**src/rtl/arm_data_bus.sv**
```systemverilog
// Data-side bus slave for arm_top: word RAM, LED/status/cycle registers and
// a byte-wide TX FIFO that drains to a valid/ready sink.
module arm_data_bus #(
   parameter int RAM_WORDS  = 64,
   parameter int FIFO_DEPTH = 8
) (
   input  logic        clk,
   input  logic        reset,
   input  logic        MemWrite,
   input  logic [31:0] DataAdr,
   input  logic [31:0] WriteData,
   output logic [31:0] ReadData,
   output logic [7:0]  leds,
   output logic [7:0]  tx_data,
   output logic        tx_valid,
   input  logic        tx_ready,
   output logic        bus_err
);

   localparam int RAM_AW = $clog2(RAM_WORDS);
   localparam int PW     = $clog2(FIFO_DEPTH);
   localparam int CW     = PW + 1;

   localparam logic [29:0] LED_WADR    = 30'h400;
   localparam logic [29:0] TX_WADR     = 30'h401;
   localparam logic [29:0] STATUS_WADR = 30'h402;
   localparam logic [29:0] CYCLES_WADR = 30'h403;

   logic [31:0]       ram_mem [RAM_WORDS];
   logic [7:0]        fifo_mem [FIFO_DEPTH];
   logic [PW-1:0]     wr_ptr;
   logic [PW-1:0]     rd_ptr;
   logic [CW-1:0]     count;
   logic              overflow;
   logic [31:0]       cycles;

   logic [29:0]       wadr;
   logic [RAM_AW-1:0] ram_idx;
   logic              ram_hit;
   logic              led_hit;
   logic              tx_hit;
   logic              status_hit;
   logic              cycles_hit;
   logic              unmapped;
   logic              empty;
   logic              full;
   logic              push;
   logic              pop;
   logic              do_push;
   logic [4:0]        count5;
   logic              unused_adr_bits;

   assign unused_adr_bits = ^DataAdr[1:0];

   assign wadr       = DataAdr[31:2];
   assign ram_idx    = DataAdr[RAM_AW+1:2];
   assign ram_hit    = (DataAdr[31:RAM_AW+2] == '0);
   assign led_hit    = (wadr == LED_WADR);
   assign tx_hit     = (wadr == TX_WADR);
   assign status_hit = (wadr == STATUS_WADR);
   assign cycles_hit = (wadr == CYCLES_WADR);
   assign unmapped   = !(ram_hit || led_hit || tx_hit || status_hit || cycles_hit);

   assign empty    = (count == '0);
   assign full     = (count == CW'(FIFO_DEPTH));
   assign tx_valid = !empty;
   assign tx_data  = fifo_mem[rd_ptr];
   assign count5   = 5'(count);

   assign push    = MemWrite && tx_hit;
   assign pop     = tx_valid && tx_ready;
   // When full, a push is only accepted if the head leaves in the same cycle.
   assign do_push = push && (!full || pop);

   // RAM has no reset, so a store issued during reset still commits.
   always_ff @(posedge clk) begin
      if (MemWrite && ram_hit)
         ram_mem[ram_idx] <= WriteData;
   end

   always_ff @(posedge clk) begin
      if (!reset && do_push)
         fifo_mem[wr_ptr] <= WriteData[7:0];
   end

   always_ff @(posedge clk) begin
      if (reset) begin
         leds     <= '0;
         wr_ptr   <= '0;
         rd_ptr   <= '0;
         count    <= '0;
         overflow <= 1'b0;
         cycles   <= '0;
         bus_err  <= 1'b0;
      end else begin
         cycles <= cycles + 32'd1;
         if (MemWrite && led_hit)
            leds <= WriteData[7:0];
         if (MemWrite && unmapped)
            bus_err <= 1'b1;
         if (push && full && !pop)
            overflow <= 1'b1;
         else if (MemWrite && status_hit && WriteData[2])
            overflow <= 1'b0;
         if (do_push)
            wr_ptr <= wr_ptr + PW'(1);
         if (pop)
            rd_ptr <= rd_ptr + PW'(1);
         case ({do_push, pop})
            2'b10:   count <= count + CW'(1);
            2'b01:   count <= count - CW'(1);
            default: count <= count;
         endcase
      end
   end

   always_comb begin
      ReadData = '0;
      if (ram_hit)
         ReadData = ram_mem[ram_idx];
      else if (led_hit)
         ReadData = {24'b0, leds};
      else if (status_hit)
         ReadData = {19'b0, count5, 5'b0, overflow, full, empty};
      else if (cycles_hit)
         ReadData = cycles;
   end

endmodule

```
**config.mk**
```make
export PLATFORM = sky130hd
export DESIGN_NAME = arm_data_bus
export DESIGN_NICKNAME = d
export VERILOG_FILES = /design/src/rtl/arm_data_bus.sv
export SDC_FILE = /design/constraint.sdc
export NUM_CORES = 2
export LEC_CHECK = 0
export ABC_AREA = 1
export CORE_AREA = 2 2 454 456
export DETAILED_ROUTE_END_ITERATION = 6
export DIE_AREA = 0 0 456 458
export GPL_TIMING_DRIVEN = 0
export PLACE_DENSITY_LB_ADDON = 0.25
export SYNTH_ARGS = -nofsm -noshare
export SYNTH_HDL_FRONTEND = slang
export SYNTH_SLANG_ARGS = --single-unit
```
**constraint.sdc**
```tcl
create_clock -name clk -period 17.11 [get_ports clk]
set_clock_uncertainty 0.05 [all_clocks]
set_input_delay 3.422 -clock clk [delete_from_list [all_inputs] [get_ports clk]]
set_output_delay 3.422 -clock clk [all_outputs]
set_load 0.02 [all_outputs]
```
After elaboration in Yosys (flattened, before gate mapping):

Memory sizes are Yosys's and may differ from the RTL's. A register that Yosys moved wholly into a read port is not among the register bits.
Index checks and enable logic that the tools add are counted.

* register bits after elaboration: 52
* RAM bits: 2112
* output and inout bits: 50
* logic and storage cells: 59
* memories kept: 2

Memories
* ram_mem: depth 64, width 32, rd ports 1, clocked after memory_dff 0, write ports 1, RTL line 29 `logic [31:0] ram_mem [RAM_WORDS];`
* fifo_mem: depth 8, width 8, rd ports 1, clocked after memory_dff 1, write ports 1, RTL line 30 `logic [7:0] fifo_mem [FIFO_DEPTH];`

* add/subtract/negate cells: 5
* equality and inequality tests: 7
* muxes and demuxes: 13
* reduce and logical (&&, ||, !) cells: 25

Operator list (number)
* $mux W32: 4
* $eq A30 B11 Y1 const B: 4
* $add A32 B1 Y32 const B: 1
* $logic_not A24 Y1: 1
* $logic_and A1 B1 Y1: 11
* $pmux W4 S2: 1
* $add A3 B1 Y3 const B: 2
* $mux W1: 6
* $mux W3: 2
* $logic_not A1 Y1: 5
* $logic_or A1 B1 Y1: 5
* $add A4 B1 Y4 const B: 1
* $eq A4 B4 Y1 const B: 1
* $logic_not A4 Y1: 1
* $reduce_bool A2 Y1: 2
* $sub A4 B1 Y4 const B: 1
* $eq A2 B1 Y1 const B: 1
* $eq A2 B2 Y1 const B: 1

Longest topological paths before layout:

* word-level depth: 8
* depth in mapped cells: 19

Least setup slack after synthesis:

Ideal clock, no wire load.

* kind: input-to-output
* start point: input DataAdr[2]
* end point: output ReadData[16]
* arrival time: 4.803 ns
* data required time: 13.638 ns
* path slack: 8.835 ns
* stages on the path: 15
* buffers on the path: 4
* path through: buf_4 -> inv_2 -> buf_6 -> buf_6 -> buf_2 -> nand2_1 -> a21oi_1 -> o21ai_0 -> nand2_1 -> nand2_1 -> nand2_1 -> nor2_1 -> nand2_1 -> nand2_1 -> o21ai_1

* cells in the longest elaborated chain, start to end: 5
* elaborated cells between the ends (all ways): 8

RTL lines
* start, declared: RTL line 10 `input logic [31:0] DataAdr,`
* branches (longest 4 deep; another with $mem_v2 Z64 W32)
* $mux W32 *: RTL line 119 `if (ram_hit)`
* end, declared: RTL line 12 `output logic [31:0] ReadData,`

Every way passes the cells marked *.

Final worst setup path:

* start point: input DataAdr[7]
* end point: output ReadData[8]

The elaborated chain is that of the path after synthesis.

==> impl_metrics.csv <==
group,metric,value,unit
status,outcome,"complete, but fails checks",
status,violations,"DRC, capacitance limit",
setup_path,ff2ff_path_depth,6,
placed_design,place_inst,10600,
sta,rsz0062_at_grt,"no",
power,p_int,8.41,mW
placed_design,place_congestion,1.00,
power,p_switching,2.71,mW
yosys,netlist_instances,7694,
setup_path,cp_common_cell,"nand2_1",
floorplan,core_area,204000,sq um
floorplan,initial_core_util,42.9,%
cts,cts_buffer_depth,3,
sta,worst_slew_pin_slew,1.48,ns
setup_path,crit_fanout,10,
routing,wirelength,359,mm
setup_path,critPathLaunchType,"input port",
layout,mostFrequentLayoutCell,"nand2_1",
placed_design,port_buffers,114,
routing,ant_nets,0,
yosys,synth-seq-area-share,73.9,%
yosys,syn_area_per_cell,11.3,sq um
sta,fin_crit_sh,69.2,%
setup_path,r2r_slack,14.73,ns
yosys,synth_nets,7766,
sta,fmax,0.0845,GHz
routing,drt_first_pass_iters,7,
global_route,antenna_found_initial,20,
setup_path,end_kind,"output pin",
cts,h-tree-depth,4,
sta,finalSetupTns,0,ns
power,swShare,24.4,%
floorplan,die_y,458,microns
yosys,synth_area,87300,sq um
setup_path,r2r_end,"fifo_mem[4][1]",
setup_path,crit_type,"input port to output pin",
routing,vias,65000,
cts,postCtsSetupRepairBufs,0,
setup_path,required,13.64,ns
power,clkPwrFrac,39.8,%
floorplan,dieArea,209000,sq um
sta,timing_hold_violations_final,0,
sta,finalSetupViolCount,0,
worst_hold_path,hp-start,"rd_ptr[2]",
worst_hold_path,min_path_type,"flop to flop",
job,drv_cap,2,
routing,drc,10,
setup_path,path_delay_family,"buffers and inverters",
floorplan,die_x,456,microns
floorplan,rows,166,
layout,syn_to_final_growth,16.4,%
cts,cts.sinks,2167,
cts,cts_tree,"yes",
power,p_per_area,109,nW/um^2
worst_hold_path,hold_path_depth,1,
yosys,ys_warn_count,0,
floorplan,pin_count,118,
sta,period_minus_slack,11.84,ns
layout,fillerInstances,17800,
layout,layoutNonFillerInstCount,11000,
layout,nNetsFinal,8242,
setup_path,cp.buffers_inverters,4,
global_route,grt_max_degree,75,
cts,insertion_delay,0.85,ns
power,seqPwrFrac,52.5,%
placed_design,dp_hpwl,247,mm
layout,layout_common_cells,"nand2_1 (3503), edfxtp_1 (2112), a21oi_1 (534)",
setup_path,arrival,8.37,ns
cts,cts_buffers,212,
cts,postCtsHoldBufs,0,
power,leakage,37.4,nW
global_route,grt.overflow.total,0,
sta,max-slew-margin-rel,0.376,%
layout,final_layout_size_suffix_gt1_share,8.92,%
cts,ctsResizeCount,0,
power,combPwrFrac,7.7,%
setup_path,crit_chain,"clkdlybuf4s50_1 -> nor2_1 -> inv_1 -> nor2_1 -> clkbuf_1 -> nand2_1 -> nand2_1 -> nor2_1 -> nand2_1 -> nand2_1 -> nand2_1 -> clkdlybuf4s50_1",
routing,wl_per_cell,32.5,microns
global_route,grt_pass1_vias,59100,
yosys,synth_seq_cells,2167,
yosys,yosysUniqueCellTypes,38,
cts,cts-root-buf,"clkbuf_16",
routing,viasPerCell,5.89,
global_route,grt_usage,33.6,%
global_route,grt_pass1_wl,480,mm
sta,setup_slack,5.27,ns
setup_path,rr_startpoint,"count[2]",
sta,drv_slew,0,
cts,clk_pin_slew,0.06,ns
setup_path,slowest_stage,"clkbuf_1",
placed_design,pre_cts_slack,5.72,ns
setup_path,cpPeakStageDelay,1.13,ns
routing,dr.first_iter.drc_count,12100,
power,ir_drop,99.4,uV
[metrics by stage]
stage	total power, mW	area (sq um)	util [%]	hold slack [ns]
finish	11.1	102000	49.9	0.401
global route	11.3	102000	49.9	0.443
CTS	11.1	102000	49.9	0.402
detailed placement	6.77	95300	46.8	0.395
global placement	6.76	91800	45.1	0.382
floorplan	6.32	87300	-	0.362
[registers in the layout (all words and copies together) (netlist names), named ones only]
register,cells
ram_mem,2048
wr_ptr,3
leds,8
fifo_mem,64
bus_err,1
count,4
overflow,1
rd_ptr,3
cycles,32
[cell type report]
class	instances	area [sq um]	area share [%]
Timing Repair Buffer	262	4140	4.07
Clock buffer	267	5600	5.50
Buffer	371	1700	1.67
Tap cell	2688	3360	3.31
Sequential cell	2167	64500	63.5
Multi-Input combinational cell	5024	21100	20.7
Clock inverter	109	741	0.728
Inverter	132	498	0.490
Antenna cell	13	32.5	0.0320
[per-layer routing]
layer	wire, microns	vias to the layer above	track usage (%)
met5	197	-	0.436
met4	26700	10	21.0
met3	53500	1147	11.2
met2	152000	5249	48.9
met1	126000	31500	43.2
li1	-	27100	-
[kinds of logic after synthesis]
family	share of synthesized area, %
flops	73.9
fa+ha+maj	0.0573
buf+inv	2.52
xor+xnor	0.0602
simple gates	18.2
compound gates	5.24
[Yosys cell counts]
master    count  share of area, %
a211oi_1      1            0.0086
a21oi_1     534               3.1
a22oi_1      41              0.35
a31oi_1      10             0.072
and2_1        1            0.0072
buf_1        17             0.073
buf_2       176               1.0
buf_4        13              0.11
buf_6         5             0.064
clkbuf_1    160              0.69
clkinv_1      2            0.0086
dfxtp_1      55               1.3
edfxtp_1   2112                73
ha_1          4             0.057
inv_1       115              0.49
inv_2        14             0.060
inv_4         1            0.0072
nand2_1    3503                15
nand3_1      60              0.34
nand3_2       3             0.034
nand3b_1     25              0.21
nand4_1      15              0.11
nor2_1      433               1.9
nor2_2        6             0.043
nor2_4        1             0.013
nor3_1       28              0.16
nor3_2        4             0.046
nor3b_1       4             0.034
nor4_1        2             0.014
o211ai_1      4             0.034
o21ai_0     132              0.76
o21ai_1     157              0.90
o22ai_1       8             0.057
or2_0         1            0.0072
or2_1        40              0.29
or2_2         1            0.0072
xnor2_1       1             0.010
xor2_1        5             0.050
[worst register-to-register path, stage by stage (launching register included)]
cell,delay (ns)
dfxtp_1,0.39
nor3_1,0.12
nand2_1,0.10
nor2_1,0.09
nor3_1,0.37
nand2_1,0.21
nor2_1,0.68
[worst max path at each step]
| stage | startpoint | end | slack (ns) | depth (start not counted) |
|---|---|---|---|---|
| 2_1_floorplan | DataAdr[2] | ReadData[16] | 8.83 | 15 |
| 3_3_place_gp | DataAdr[7] | ram_mem[1][19] | 0.77 | 6 |
| 3_5_place_dp | DataAdr[4] | ReadData[27] | 5.72 | 13 |
| 4_1_cts | DataAdr[4] | ReadData[27] | 5.72 | 13 |
| 5_1_grt | DataAdr[4] | ReadData[5] | 5.51 | 12 |
| 6_report | DataAdr[7] | ReadData[8] | 5.27 | 12 |
[power by group through the flow]
stage	clock, mW	sequential [mW]	combinational, mW
6_report	4.43	5.84	0.861
5_1_grt	4.62	5.83	0.890
4_1_cts	4.42	5.84	0.826
3_5_place_dp	0	5.95	0.822
3_3_place_gp	0	5.97	0.796
2_1_floorplan	0	5.95	0.371
Note: power is estimated with default switching activity, not from simulation.
